$ cat src/rtl/mux_ctrl_wb_if.sv
// rtl/mux_ctrl_wb_if.sv - Wishbone slave bus bundle for the mux controller
interface mux_ctrl_wb_if;
  logic        wbs_stb_i;
  logic        wbs_cyc_i;
  logic        wbs_we_i;
  logic [31:0] wbs_adr_i;
  logic [31:0] wbs_dat_i;
  logic        wbs_ack_o;
  logic [31:0] wbs_dat_o;

  modport master (
    output wbs_stb_i, wbs_cyc_i, wbs_we_i, wbs_adr_i, wbs_dat_i,
    input  wbs_ack_o, wbs_dat_o
  );

  modport slave (
    input  wbs_stb_i, wbs_cyc_i, wbs_we_i, wbs_adr_i, wbs_dat_i,
    output wbs_ack_o, wbs_dat_o
  );
endinterface

$ cat src/rtl/mux_ctrl_wb.sv
// rtl/mux_ctrl_wb.sv - Wishbone-controlled design mux sequencer with forced reset and hold
module mux_ctrl_wb #(
  parameter logic [31:0] BASE_ADDR    = 32'h3000_0000,
  parameter logic [7:0]  DEFAULT_HOLD = 8'd16
) (
  input  logic                 wb_clk_i,
  input  logic                 wb_rstn_i,
  mux_ctrl_wb_if.slave         wb,
  output logic [3:0]           o_mux_sel,
  output logic                 o_sys_reset_enb,
  output logic                 o_auto_reset_enb,
  output logic                 o_io5_reset_enb,
  output logic [7:0]           o_design_reset,
  output logic                 o_mux_conf_clk,
  output logic                 o_busy
);

  typedef enum logic [2:0] {
    S_IDLE,
    S_ASSERT,
    S_SWITCH,
    S_PULSE,
    S_HOLD
  } state_t;

  state_t      state;
  logic [7:0]  ctrl_q;
  logic [7:0]  drst_q;
  logic [7:0]  hold_q;
  logic [7:0]  pend_q;
  logic        pend_v;
  logic [7:0]  cnt_q;
  logic        force_rst;
  logic [1:0]  rd_adr;
  logic        rd_we;

  logic        hit;
  logic        wr;
  logic [1:0]  reg_sel;
  logic [7:0]  wdat;
  logic        wr_ctrl;
  logic        start;
  logic [7:0]  start_val;
  logic [31:0] rd_val;

  wire unused_bits = ^{wb.wbs_dat_i[31:8], wb.wbs_adr_i[1:0]};

  assign hit       = wb.wbs_stb_i & wb.wbs_cyc_i &
                     (wb.wbs_adr_i[31:4] == BASE_ADDR[31:4]) & ~wb.wbs_ack_o;
  assign wr        = hit & wb.wbs_we_i;
  assign reg_sel   = wb.wbs_adr_i[3:2];
  assign wdat      = wb.wbs_dat_i[7:0];
  assign wr_ctrl   = wr & (reg_sel == 2'd0);
  // A fresh write in IDLE supersedes anything left pending
  assign start     = wr_ctrl | pend_v;
  assign start_val = wr_ctrl ? wdat : pend_q;

  assign o_design_reset = force_rst ? 8'hFF : drst_q;

  always_ff @(posedge wb_clk_i or negedge wb_rstn_i) begin
    if (!wb_rstn_i) begin
      state            <= S_IDLE;
      ctrl_q           <= 8'h00;
      drst_q           <= 8'hFF;
      hold_q           <= DEFAULT_HOLD;
      pend_q           <= 8'h00;
      pend_v           <= 1'b0;
      cnt_q            <= 8'h00;
      force_rst        <= 1'b0;
      rd_adr           <= 2'd0;
      rd_we            <= 1'b0;
      wb.wbs_ack_o     <= 1'b0;
      o_mux_sel        <= 4'h0;
      o_sys_reset_enb  <= 1'b0;
      o_auto_reset_enb <= 1'b0;
      o_io5_reset_enb  <= 1'b0;
      o_mux_conf_clk   <= 1'b0;
      o_busy           <= 1'b0;
    end else begin
      wb.wbs_ack_o <= hit;
      if (hit) begin
        rd_adr <= reg_sel;
        rd_we  <= wb.wbs_we_i;
      end
      if (wr && reg_sel == 2'd1) drst_q <= wdat;
      if (wr && reg_sel == 2'd2) hold_q <= wdat;
      if (state != S_IDLE && wr_ctrl) begin
        pend_q <= wdat;
        pend_v <= 1'b1;
      end

      case (state)
        S_IDLE: begin
          if (start) begin
            ctrl_q <= start_val;
            pend_v <= 1'b0;
            o_busy <= 1'b1;
            if (start_val[7]) begin
              state     <= S_ASSERT;
              force_rst <= 1'b1;
            end else begin
              // Direct update: no forced reset, just relatch the mux
              state            <= S_PULSE;
              o_mux_sel        <= start_val[3:0];
              o_sys_reset_enb  <= start_val[4];
              o_auto_reset_enb <= start_val[5];
              o_io5_reset_enb  <= start_val[6];
              o_mux_conf_clk   <= 1'b1;
            end
          end
        end
        S_ASSERT: begin
          state            <= S_SWITCH;
          o_mux_sel        <= ctrl_q[3:0];
          o_sys_reset_enb  <= ctrl_q[4];
          o_auto_reset_enb <= ctrl_q[5];
          o_io5_reset_enb  <= ctrl_q[6];
        end
        S_SWITCH: begin
          state          <= S_PULSE;
          o_mux_conf_clk <= 1'b1;
        end
        S_PULSE: begin
          o_mux_conf_clk <= 1'b0;
          if (ctrl_q[7]) begin
            state <= S_HOLD;
            cnt_q <= hold_q;
          end else begin
            state  <= S_IDLE;
            o_busy <= 1'b0;
          end
        end
        S_HOLD: begin
          // A zero count behaves like one so HOLD always lasts at least a cycle
          if (cnt_q <= 8'd1) begin
            state     <= S_IDLE;
            o_busy    <= 1'b0;
            force_rst <= 1'b0;
          end else begin
            cnt_q <= cnt_q - 8'd1;
          end
        end
        default: state <= S_IDLE;
      endcase
    end
  end

  always_comb begin
    rd_val = 32'h0;
    if (wb.wbs_ack_o && !rd_we) begin
      case (rd_adr)
        2'd0: rd_val = {24'h0, ctrl_q};
        2'd1: rd_val = {24'h0, drst_q};
        2'd2: rd_val = {24'h0, hold_q};
        2'd3: rd_val = {23'h0, o_busy, pend_v, 3'b000, o_mux_sel};
      endcase
    end
  end

  assign wb.wbs_dat_o = rd_val;

endmodule

$ cat src/flat_wrapper.sv
// flat-port wrapper written by rule: the top's interface ports become plain ports
module mux_ctrl_wb_flat 
#(
  parameter logic [31:0] BASE_ADDR    = 32'h3000_0000,
  parameter logic [7:0]  DEFAULT_HOLD = 8'd16
)
  (wb_clk_i, wb_rstn_i, o_mux_sel, o_sys_reset_enb, o_auto_reset_enb, o_io5_reset_enb, o_design_reset, o_mux_conf_clk, o_busy, wb_wbs_stb_i, wb_wbs_cyc_i, wb_wbs_we_i, wb_wbs_adr_i, wb_wbs_dat_i, wb_wbs_ack_o, wb_wbs_dat_o);
  mux_ctrl_wb_if wb_i ();
  input  logic wb_clk_i;
  input  logic wb_rstn_i;
  output logic [3:0] o_mux_sel;
  output logic o_sys_reset_enb;
  output logic o_auto_reset_enb;
  output logic o_io5_reset_enb;
  output logic [7:0] o_design_reset;
  output logic o_mux_conf_clk;
  output logic o_busy;
  input wire logic [$bits(wb_i.wbs_stb_i)-1:0] wb_wbs_stb_i;
  input wire logic [$bits(wb_i.wbs_cyc_i)-1:0] wb_wbs_cyc_i;
  input wire logic [$bits(wb_i.wbs_we_i)-1:0] wb_wbs_we_i;
  input wire logic [$bits(wb_i.wbs_adr_i)-1:0] wb_wbs_adr_i;
  input wire logic [$bits(wb_i.wbs_dat_i)-1:0] wb_wbs_dat_i;
  output wire logic [$bits(wb_i.wbs_ack_o)-1:0] wb_wbs_ack_o;
  output wire logic [$bits(wb_i.wbs_dat_o)-1:0] wb_wbs_dat_o;
  assign wb_i.wbs_stb_i = wb_wbs_stb_i;
  assign wb_i.wbs_cyc_i = wb_wbs_cyc_i;
  assign wb_i.wbs_we_i = wb_wbs_we_i;
  assign wb_i.wbs_adr_i = wb_wbs_adr_i;
  assign wb_i.wbs_dat_i = wb_wbs_dat_i;
  assign wb_wbs_ack_o = wb_i.wbs_ack_o;
  assign wb_wbs_dat_o = wb_i.wbs_dat_o;
  mux_ctrl_wb #(.BASE_ADDR(BASE_ADDR), .DEFAULT_HOLD(DEFAULT_HOLD)) u_core (.wb_clk_i(wb_clk_i), .wb_rstn_i(wb_rstn_i), .wb(wb_i), .o_mux_sel(o_mux_sel), .o_sys_reset_enb(o_sys_reset_enb), .o_auto_reset_enb(o_auto_reset_enb), .o_io5_reset_enb(o_io5_reset_enb), .o_design_reset(o_design_reset), .o_mux_conf_clk(o_mux_conf_clk), .o_busy(o_busy));
endmodule
$ cat config.mk
export PLATFORM = sky130hd
export DESIGN_NAME = mux_ctrl_wb_flat
export DESIGN_NICKNAME = d
export VERILOG_FILES = /design/src/rtl/mux_ctrl_wb_if.sv /design/src/rtl/mux_ctrl_wb.sv /design/src/flat_wrapper.sv
export SDC_FILE = /design/constraint.sdc
export NUM_CORES = 1
export LEC_CHECK = 0
export CORE_ASPECT_RATIO = 0.75
export CORE_MARGIN = 2
export CORE_UTILIZATION = 30
export DETAILED_ROUTE_END_ITERATION = 10
export SYNTH_ARGS = -nofsm -noshare
export SYNTH_HDL_FRONTEND = slang
export SYNTH_SLANG_ARGS = --single-unit
$ cat constraint.sdc
create_clock -name wb_clk_i -period 1.9 [get_ports wb_clk_i]
set_input_delay 0.38 -clock wb_clk_i [delete_from_list [all_inputs] [get_ports wb_clk_i]]
set_output_delay 0.38 -clock wb_clk_i [all_outputs]
set_load 0.02 [all_outputs]
==> results.json, run 1 <==
{
  "grt_start_max_net_pins": 44,
  "numCtsBuffers": 9,
  "seq_area_frac_synth_pct": 45.2,
  "skew_ns": 0.00689,
  "die_w_um": 124,
  "fin_crit_ns": 2.22,
  "syn_area_per_cell_um2": 10.3,
  "layout-drive-gt1-share_pct": 44.1,
  "timing.fmax_mhz": 450,
  "row_count": 32,
  "grt_pass1_vias": 2808,
  "clkSlewWorstSetupHoldPaths_ns": 0.05,
  "wirelength_um": 9700,
  "cp_max_fo": 7,
  "ys_types": 45,
  "pwr_density_cell_mw_per_mm2": 768,
  "worstSetupEndpointType": "register",
  "overflow": 0,
  "grt_setup_unrepaired": "true",
  "clockBufferDepth": 2,
  "fillers": 933,
  "regArea_mm2": 0.00147,
  "critPathRequiredTime_ns": 2.13,
  "cts_tree": "yes",
  "hold_path.class": "register to register",
  "avgViaCountPerCell": 4.78,
  "place_ws_ns": -0.782,
  "wl_per_cell_um": 16.5,
  "arrival_ns": 2.45,
  "status": "complete, but fails checks",
  "initial_core_util_pct": 31.2,
  "p_clk_share_pct": 43.2,
  "drc_errors": 0,
  "drv_slew": 0,
  "share_comb_of_total_power_pct": 22.0,
  "synth_edf_count": 0,
  "final_cell_area_mm2": 0.00523,
  "dr.pass1.iters": 4,
  "antenna_found_initial": 0,
  "clk_latency_ns": 0.33,
  "placed_area_mm2": 0.00450,
  "core_area_mm2": 0.0104,
  "switching_share_pct": 27.2,
  "p_leak_nw": 2.43,
  "synthCells": 313,
  "pin_count": 119,
  "synth_seq_cells": 58,
  "setup_ws_ns": -0.324,
  "p_int_mw": 2.93,
  "peakVddDrop_v": 0.000419,
  "pwr-share-seq_pct": 34.8,
  "dieArea_mm2": 0.0116,
  "routabilityCongestion": 0.819,
  "clock-root-buffer": "clkbuf_16",
  "portBuffers": 69,
  "start_kind": "input port",
  "worst_pin_slew_ns": 0.550,
  "syn_area_mm2": 0.00323,
  "maxSlewHeadroom_pct": 63.1,
  "track_usage_pct": 17.2,
  "ys.flop_type": "dfrtp_1",
  "dr_total_vias": 2806,
  "nets": 517,
  "setup_tns_ns": -10.50,
  "finalSetupViolations": 50,
  "ctsHtreeMaxLevel": 3,
  "p_switching_mw": 1.09,
  "cts_sinks": 58,
  "crit_type": "input port to register",
  "max_cap_violations": 0,
  "ys_warn_count": 0,
  "p_total_mw": 4.02,
  "drt.antenna.violating_nets": 0,
  "diodes": 0,
  "final_core_util_pct": 50.5,
  "drt-initial-drc-count": 105,
  "hpwl_um": 6590,
  "synthArstFlopShare_pct": 100,
  "syn_to_final_growth_pct": 61.8,
  "die_y_um": 93.9,
  "violations": "negative setup slack",
  "multi_input_area_mm2": 0.00196,
  "grt_pass1_wl_um": 14800,
  "hold_viol": 0,
  "timing.final.crit_share_pct": 117
}
## timing repair
action / 4_1_cts / 5_1_grt
setup buffers: 6 / 10
pin swaps: 24 / 11
hold buffers: 1 / 0
resized for setup: 156 / 37
cloned: 1 / 0
hold endpoints to repair: 10 / 0
setup endpoints to repair: 66 / 63
## layer usage
| layer | global-route usage [%] | vias to the layer above | routed length (um) |
|---|---|---|---|
| met5 | 0 | - | 0 |
| met4 | 5.30 | 0 | 93 |
| met3 | 3.88 | 7 | 629 |
| met2 | 26.8 | 90 | 4520 |
| met1 | 23.8 | 1376 | 4450 |
| li1 | - | 1333 | - |
## power by group through the flow
stage / sequential (mW) / clock [mW] / combinational [mW]
finish: 1.40 / 1.74 / 0.882
global route: 1.41 / 1.81 / 0.950
CTS: 1.39 / 1.76 / 0.873
detailed placement: 1.41 / 0 / 0.843
global placement: 1.41 / 0 / 0.826
floorplan: 1.45 / 0 / 0.427
## worst max-delay path, stage by stage
cell and delay, ns:
clkdlybuf4s50_1 0.48, and4b_1 0.20, nand4_1 0.17, nor4_4 0.34
buf_6 0.17, mux2i_4 0.26, o21ai_4 0.15, a221oi_2 0.29
## layout by cell type, fill, tap and decap left out, types with 7 or more instances in the layout
master and instances:
o21ai_0 12, dfrtp_1 46, buf_6 18, conb_1 23
clkbuf_16 9, mux2_2 13, or2_2 8, inv_1 12
nand2_1 19, buf_2 7, nor2_1 27, mux2i_4 7
buf_4 49, dfstp_2 9, nor3_1 9, mux2_4 14
dlygate4sd2_1 28, a21oi_1 12, clkdlybuf4s50_1 22
## final cells by class
type | instances | share of cell area [%]
Clock buffer | 11 | 4.64
Clock inverter | 5 | 1.48
Inverter | 12 | 0.861
Multi-Input combinational cell | 229 | 37.5
Sequential cell | 58 | 28.0
Tap cell | 136 | 3.25
Timing Repair Buffer | 136 | 24.2
## sequential cells by signal, summed over array words and instances, names as in the netlist, 2 cells and up
signal / count
u_core.ctrl_q: 8
u_core.hold_q: 8
u_core.cnt_q: 8
u_core.pend_q: 8
u_core.rd_adr: 2
u_core.state: 3
u_core.o_mux_sel: 4
u_core.drst_q: 8
## cell usage after synthesis, types with 2 or more instances
library cell | n | area share [%]
o21a_1 | 2 | 0.46
clkbuf_1 | 9 | 1.0
a221oi_2 | 6 | 2.8
ha_1 | 2 | 0.77
or2_2 | 9 | 1.7
inv_1 | 12 | 1.4
and4b_1 | 2 | 0.62
mux2_1 | 2 | 0.70
a22oi_1 | 3 | 0.70
nand2b_1 | 6 | 1.2
nand2_1 | 20 | 2.3
nor3_1 | 11 | 1.7
nor2_1 | 32 | 3.7
nand3_1 | 3 | 0.46
o31ai_1 | 2 | 0.46
o21ai_0 | 19 | 2.9
nor4b_1 | 2 | 0.54
mux4_2 | 5 | 3.5
mux2i_1 | 12 | 3.7
a21oi_1 | 12 | 1.9
dfstp_2 | 9 | 7.3
mux2_2 | 25 | 8.7
buf_4 | 24 | 5.6
dfrtp_1 | 49 | 38
a211oi_1 | 2 | 0.46
nor2b_1 | 6 | 1.2
nor4_1 | 9 | 1.7
## path summary, 6_finish.rpt
kind / to / slack (ns) / start / depth (start not counted)
worst min register to register: u_core.rd_we / 0.51 / u_core.rd_we / 1
max in group asynchronous: u_core.drst_q[2] / 0.76 / wb_rstn_i / 3
worst max register to register: u_core.o_sys_reset_enb / -0.31 / u_core.wb.wbs_ack_o / 8
worst max-delay path: u_core.o_sys_reset_enb / -0.32 / wb_wbs_adr_i[29] / 8
min in group asynchronous: u_core.pend_q[3] / 0.52 / wb_rstn_i / 2
worst min-delay path: u_core.rd_we / 0.51 / u_core.rd_we / 1
## cell families (layout without fill, tap and decap cells)
group	count (synthesis)	in the layout	synth area share, %
flip-flops	58	58	45.2
multiplexers	44	44	16.6
AND/OR/NAND/NOR	108	108	17.5
AO/OA/AOI/OAI	52	52	11.1
buffers and inverters	48	164	8.63
other	1	23	0.116
adder cells (fa/ha/maj)	2	2	0.774
## metrics by stage
step / instances / hold slack, ns
final: 587 / 0.509
after global routing: 587 / 0.534
after CTS: 580 / 0.507
after detailed placement: 557 / 0.331
after global placement: 557 / 0.329
after floorplan: 335 / 0.0844
No activity file was read; power rests on OpenSTA's default activity.
==> run 2, diff against run 1 <==
--- a/config.mk
+++ b/config.mk
@@ -7,8 +7,9 @@
 export LEC_CHECK = 0
 export CORE_ASPECT_RATIO = 0.75
 export CORE_MARGIN = 2
-export CORE_UTILIZATION = 30
+export CORE_UTILIZATION = 45
 export DETAILED_ROUTE_END_ITERATION = 10
+export PLACE_DENSITY = 0.81
 export SYNTH_ARGS = -nofsm -noshare
 export SYNTH_HDL_FRONTEND = slang
 export SYNTH_SLANG_ARGS = --single-unit
==> constraint.sdc (replaced) <==
create_clock -name wb_clk_i -period 2.7 [get_ports wb_clk_i]
set_input_delay 0.54 -clock wb_clk_i [delete_from_list [all_inputs] [get_ports wb_clk_i]]
set_output_delay 0.54 -clock wb_clk_i [all_outputs]
set_load 0.02 [all_outputs]
==> results.json, run 2 (same netlist as run 1, synthesis figures left out) <==
{
  "pin_count": 119,
  "worstSetupEndpoint": "wb_wbs_dat_o[3]",
  "cpLargestDelayFamily": "buffers and inverters",
  "fin_crit_ns": 2.59,
  "hold_path.class": "input port to async pin",
  "worst_pin_slew_ns": 0.729,
  "ctsHtreeMaxLevel": 3,
  "peakVddDrop_v": 0.000420,
  "finalHoldWorstSlack_ns": 0.340,
  "routabilityCongestion": 0.829,
  "r2r-end": "u_core.pend_q[3]",
  "cts_tree": "yes",
  "wl_per_cell_um": 16.3,
  "timing.fmax_mhz": 386,
  "timing.final.crit_share_pct": 96.0,
  "start_kind": "register",
  "avgViaCountPerCell": 5.23,
  "crit_start": "u_core.rd_adr[1]",
  "max_cap_violations": 0,
  "diodes": 0,
  "critPathBufInv": 2,
  "grt_setup_unrepaired": "false",
  "finalSetupViolations": 0,
  "track_usage_pct": 21.8,
  "cts_sinks": 58,
  "layout_commonest_cell": "clkdlybuf4s50_1",
  "cp_max_fo": 5,
  "hold_viol": 0,
  "worstSetupEndpointType": "output pin",
  "critPathRequiredTime_ns": 2.16,
  "drv_slew": 0,
  "layout-drive-gt1-share_pct": 23.8,
  "critPathMaxStageDelay_ns": 0.57,
  "pwr_density_cell_mw_per_mm2": 558,
  "syn_to_final_growth_pct": 33.3,
  "core_area_mm2": 0.00690,
  "maxSlewHeadroom_pct": 51.4,
  "die_y_um": 77.4,
  "r2r_start": "u_core.wb.wbs_ack_o",
  "clk_latency_ns": 0.33,
  "rrSetupSlack_ns": 0.56,
  "path_depth": 4,
  "antenna_found_initial": 0,
  "overflow": 0,
  "clkSlewWorstSetupHoldPaths_ns": 0.06,
  "place_inst": 486,
  "numCtsBuffers": 9,
  "hpwl_um": 5980,
  "dr.pass1.iters": 4,
  "drt.antenna.violating_nets": 0,
  "final_cell_mix": "clkdlybuf4s50_1 (68), dfrtp_1 (47), nor2_1 (32), mux2_2 (25), conb_1 (23)",
  "crit_slowest_cell": "clkdlybuf4s50_1",
  "die_w_um": 102,
  "portBuffers": 69,
  "clock-root-buffer": "clkbuf_8",
  "crit_type": "register to output pin",
  "grt_start_max_net_pins": 59,
  "skew_ns": 0.00940,
  "grt_pass1_wl_um": 13000,
  "drc_errors": 0,
  "cts-hold-fix-buffers": 0,
  "row_count": 26,
  "dieArea_mm2": 0.00789,
  "wirelength_um": 8240,
  "status": "completed",
  "initial_core_util_pct": 46.9,
  "crit_path_cell_trace": "buf_12, mux4_2, nor2b_1, clkdlybuf4s50_1",
  "clockBufferDepth": 2,
  "nets": 473,
  "dr_total_vias": 2641,
  "final_core_util_pct": 62.5,
  "arrival_ns": 2.05,
  "drt-initial-drc-count": 198,
  "fin_cells": 505,
  "rr_worst_depth": 6,
  "grt_pass1_vias": 2641,
  "p_leak_nw": 1.91
}
-- run 2: cell count changes in the layout (fill, tap and decap cells not counted), sizes merged --
cell	delta
clkinv	-2
clkinvlp	-1
buf	-57
dlygate4sd3	-1
dlymetal6s2s	-2
clkbuf	+3
clkdlybuf4s15	-2
dlygate4sd2	-28
clkdlybuf4s50	+46
-- run 2: worst reg2reg max path: cells and delay by family, from the launching register on --
kind,cells,cell delay (ns)
muxes,1,0.40
buffers and inverters,1,0.21
DFF,1,0.41
and+or+nand+nor,4,1.02
-- run 2: report_power, final --
| part | total [mW] | switching [mW] | internal (mW) |
|---|---|---|---|
| combinational | 0.514 | 0.269 | 0.245 |
| sequential | 0.991 | 0.0623 | 0.929 |
| clock | 0.902 | 0.330 | 0.572 |
-- run 2: timing repair --
item / 4_1_cts / 5_1_grt
endpoints found under the setup margin: 8 / 8
buffers inserted: 1 / 2
gates resized for setup: 1 / 1
endpoints found under the hold margin: 0 / 0
-- run 2: cell type report --
class,instances,area (um2)
fillers,589,2590
flip-flops and latches,58,1470
clock inverters,2,60.1
well taps,98,123
inverters,12,45.0
clock buffers,14,163
repair buffers,92,881
multi-input cells,229,1570
-- run 2: how the worst min path moves through the flow --
stage	start	to	slack, ns	depth (start not counted)
final	wb_rstn_i	u_core.cnt_q[1]	0.34	2
after global routing	wb_rstn_i	u_core.cnt_q[3]	0.41	2
after CTS	wb_rstn_i	u_core.cnt_q[1]	0.37	2
after detailed placement	u_core.pend_q[3]	u_core.pend_q[3]	0.48	1
after global placement	u_core.cnt_q[7]	u_core.cnt_q[7]	0.47	2
after floorplan	wb_rstn_i	u_core.cnt_q[0]	0.24	0
-- run 2: through the flow --
stage	TNS, ns	setup slack, ns	cell area [um2]	power, mW
finish	0	0.108	4310	2.41
global route	0	0.0226	4310	2.52
CTS	0	0.00229	4280	2.42
detailed placement	-1.76	-0.0934	4050	1.52
global placement	-1.28	-0.0903	4050	1.50
floorplan	0	0.514	3320	1.31
-- run 2: routing by layer --
metal | global-route usage [%] | share of wire, %
met1 | 29.2 | 44
met2 | 35.4 | 46
met3 | 5.77 | 9.2
met4 | 5.33 | 0.95
met5 | 0 | 0
==> run 3, diff against run 2 <==
--- a/config.mk
+++ b/config.mk
@@ -7,9 +7,8 @@
 export LEC_CHECK = 0
 export CORE_ASPECT_RATIO = 0.75
 export CORE_MARGIN = 2
-export CORE_UTILIZATION = 45
+export CORE_UTILIZATION = 25
 export DETAILED_ROUTE_END_ITERATION = 10
-export PLACE_DENSITY = 0.81
 export SYNTH_ARGS = -nofsm -noshare
 export SYNTH_HDL_FRONTEND = slang
 export SYNTH_SLANG_ARGS = --single-unit
==> results.json, run 3 (same netlist as run 1, synthesis figures left out) <==
{
  "status": "completed",
  "setup_tns_ns": 0,
  "numCtsBuffers": 9,
  "grt_setup_unrepaired": "false",
  "overflow": 0,
  "ctsHtreeMaxLevel": 3,
  "worstSetupEndpointType": "output pin",
  "regArea_mm2": 0.00147,
  "antenna_found_initial": 0,
  "layout_commonest_cell": "clkdlybuf4s50_1",
  "fin_crit_ns": 2.61,
  "fin_cells": 580,
  "layout-drive-gt1-share_pct": 25.6,
  "place_inst": 561,
  "row_count": 35,
  "routabilityCongestion": 0.869,
  "dieArea_mm2": 0.0139,
  "drt.antenna.violating_nets": 0,
  "cts_sinks": 58,
  "grt_pass1_wl_um": 13900,
  "rr_worst_depth": 6,
  "drt-initial-drc-count": 108,
  "p_total_mw": 2.58,
  "clockBufferDepth": 2,
  "track_usage_pct": 13.6,
  "clock-root-buffer": "clkbuf_16",
  "hold_path.class": "input port to async pin",
  "finalSetupViolations": 0,
  "r2r-end": "u_core.hold_q[5]",
  "dr_total_vias": 2663,
  "critPathRequiredTime_ns": 2.16,
  "timing.fmax_mhz": 384,
  "syn_to_final_growth_pct": 39.8,
  "hpwl_um": 6740,
  "final_cell_mix": "clkdlybuf4s50_1 (66), dfrtp_1 (47), nor2_1 (32), buf_4 (26), mux2_2 (25)",
  "rrSetupSlack_ns": 0.46,
  "portBuffers": 69,
  "die_y_um": 102,
  "clk_latency_ns": 0.34,
  "skew_ns": 0.00684,
  "die_w_um": 135,
  "peakVddDrop_v": 0.000319,
  "cp_max_fo": 6,
  "pwr_density_cell_mw_per_mm2": 570,
  "arrival_ns": 2.07,
  "crit_type": "register to output pin",
  "worst_pin_slew_ns": 0.712,
  "p_leak_nw": 2.01,
  "grt_pass1_vias": 2620,
  "initial_core_util_pct": 26.0,
  "drc_errors": 0,
  "drv_slew": 0,
  "core_area_mm2": 0.0124,
  "r2r_start": "u_core.wb.wbs_ack_o",
  "fillers": 1252,
  "dr.pass1.iters": 5,
  "max_cap_violations": 0,
  "avgViaCountPerCell": 4.59,
  "timing.final.crit_share_pct": 96.6,
  "pin_count": 119,
  "grt_start_max_net_pins": 31,
  "start_kind": "register",
  "wl_per_cell_um": 15.8,
  "maxSlewHeadroom_pct": 52.5,
  "clkSlewWorstSetupHoldPaths_ns": 0.05,
  "cts_tree": "yes",
  "wirelength_um": 9140,
  "hold_viol": 0,
  "multi_input_area_mm2": 0.00158,
  "nets": 480,
  "diodes": 0
}
run 3: cell types whose count changed in the layout (fill, tap and decap cells not counted):
cell / before / now
clkbuf_16: 0 / 9
clkbuf_8: 11 / 3
buf_4: 20 / 26
bufinv_16: 2 / 0
clkdlybuf4s50_1: 68 / 66
clkinv_2: 0 / 2
dlymetal6s2s_1: 0 / 2
buf_6: 0 / 1
clkbuf_1: 3 / 2
nand2b_1: 6 / 5
nand2b_2: 0 / 1
run 3: layout make-up:
cell class,instances,area share [%]
clock buffers,14,6.06
flip-flops and latches,58,32.4
inverters,12,0.996
multi-input cells,229,34.9
well taps,166,4.59
repair buffers,99,20.8
clock inverters,2,0.221
run 3: stage by stage:
step | util (%) | worst slack [ns] | cell area (um2) | hold slack, ns
floorplan | - | 0.514 | 3320 | 0.244
global placement | 33.8 | -0.183 | 4200 | 0.475
global route | 36.3 | 0.0102 | 4520 | 0.312
detailed placement | 33.8 | -0.231 | 4200 | 0.481
CTS | 36.1 | 0.00705 | 4490 | 0.280
finish | 36.3 | 0.0931 | 4520 | 0.253
run 3: routing by layer:
layer | track usage, % | wire, um | share of wire, %
met4 | 3.53 | 70 | 0.77
met1 | 17.3 | 4310 | 47
met2 | 22.1 | 4150 | 45
met3 | 5.06 | 606 | 6.6
met5 | 0 | 0 | 0
run 3: worst max path at each step:
stage	to	depth (start not counted)	slack (ns)	start
6_report	wb_wbs_dat_o[0]	3	0.09	u_core.rd_adr[1]
5_1_grt	wb_wbs_dat_o[4]	4	0.01	u_core.rd_adr[0]
4_1_cts	wb_wbs_dat_o[3]	3	0.007	u_core.rd_adr[1]
3_5_place_dp	u_core.pend_q[3]	8	-0.23	wb_wbs_adr_i[13]
3_3_place_gp	u_core.pend_q[3]	8	-0.18	wb_wbs_adr_i[21]
2_1_floorplan	u_core.hold_q[0]	6	0.51	wb_wbs_adr_i[13]
run 3: power breakdown:
group          internal (mW)  switching (mW)
combinational          0.249           0.269
clock                  0.691           0.375
sequential             0.931          0.0616
total                   1.87           0.706
run 3: critical path, cell delays in order, from the launching register on:
cell	delay (ns)
dfrtp_2	0.47
mux4_2	0.53
nor2b_1	0.14
clkdlybuf4s50_1	0.59
run 3: what timing repair did:
| item | 4_1_cts | 5_1_grt |
|---|---|---|
| hold buffers | 0 | 0 |
| setup endpoints to repair | 8 | 7 |
| gates resized for setup | 2 | 4 |
| hold endpoints to repair | 0 | 0 |
| cloned | 0 | 0 |
| buffers inserted | 1 | 2 |
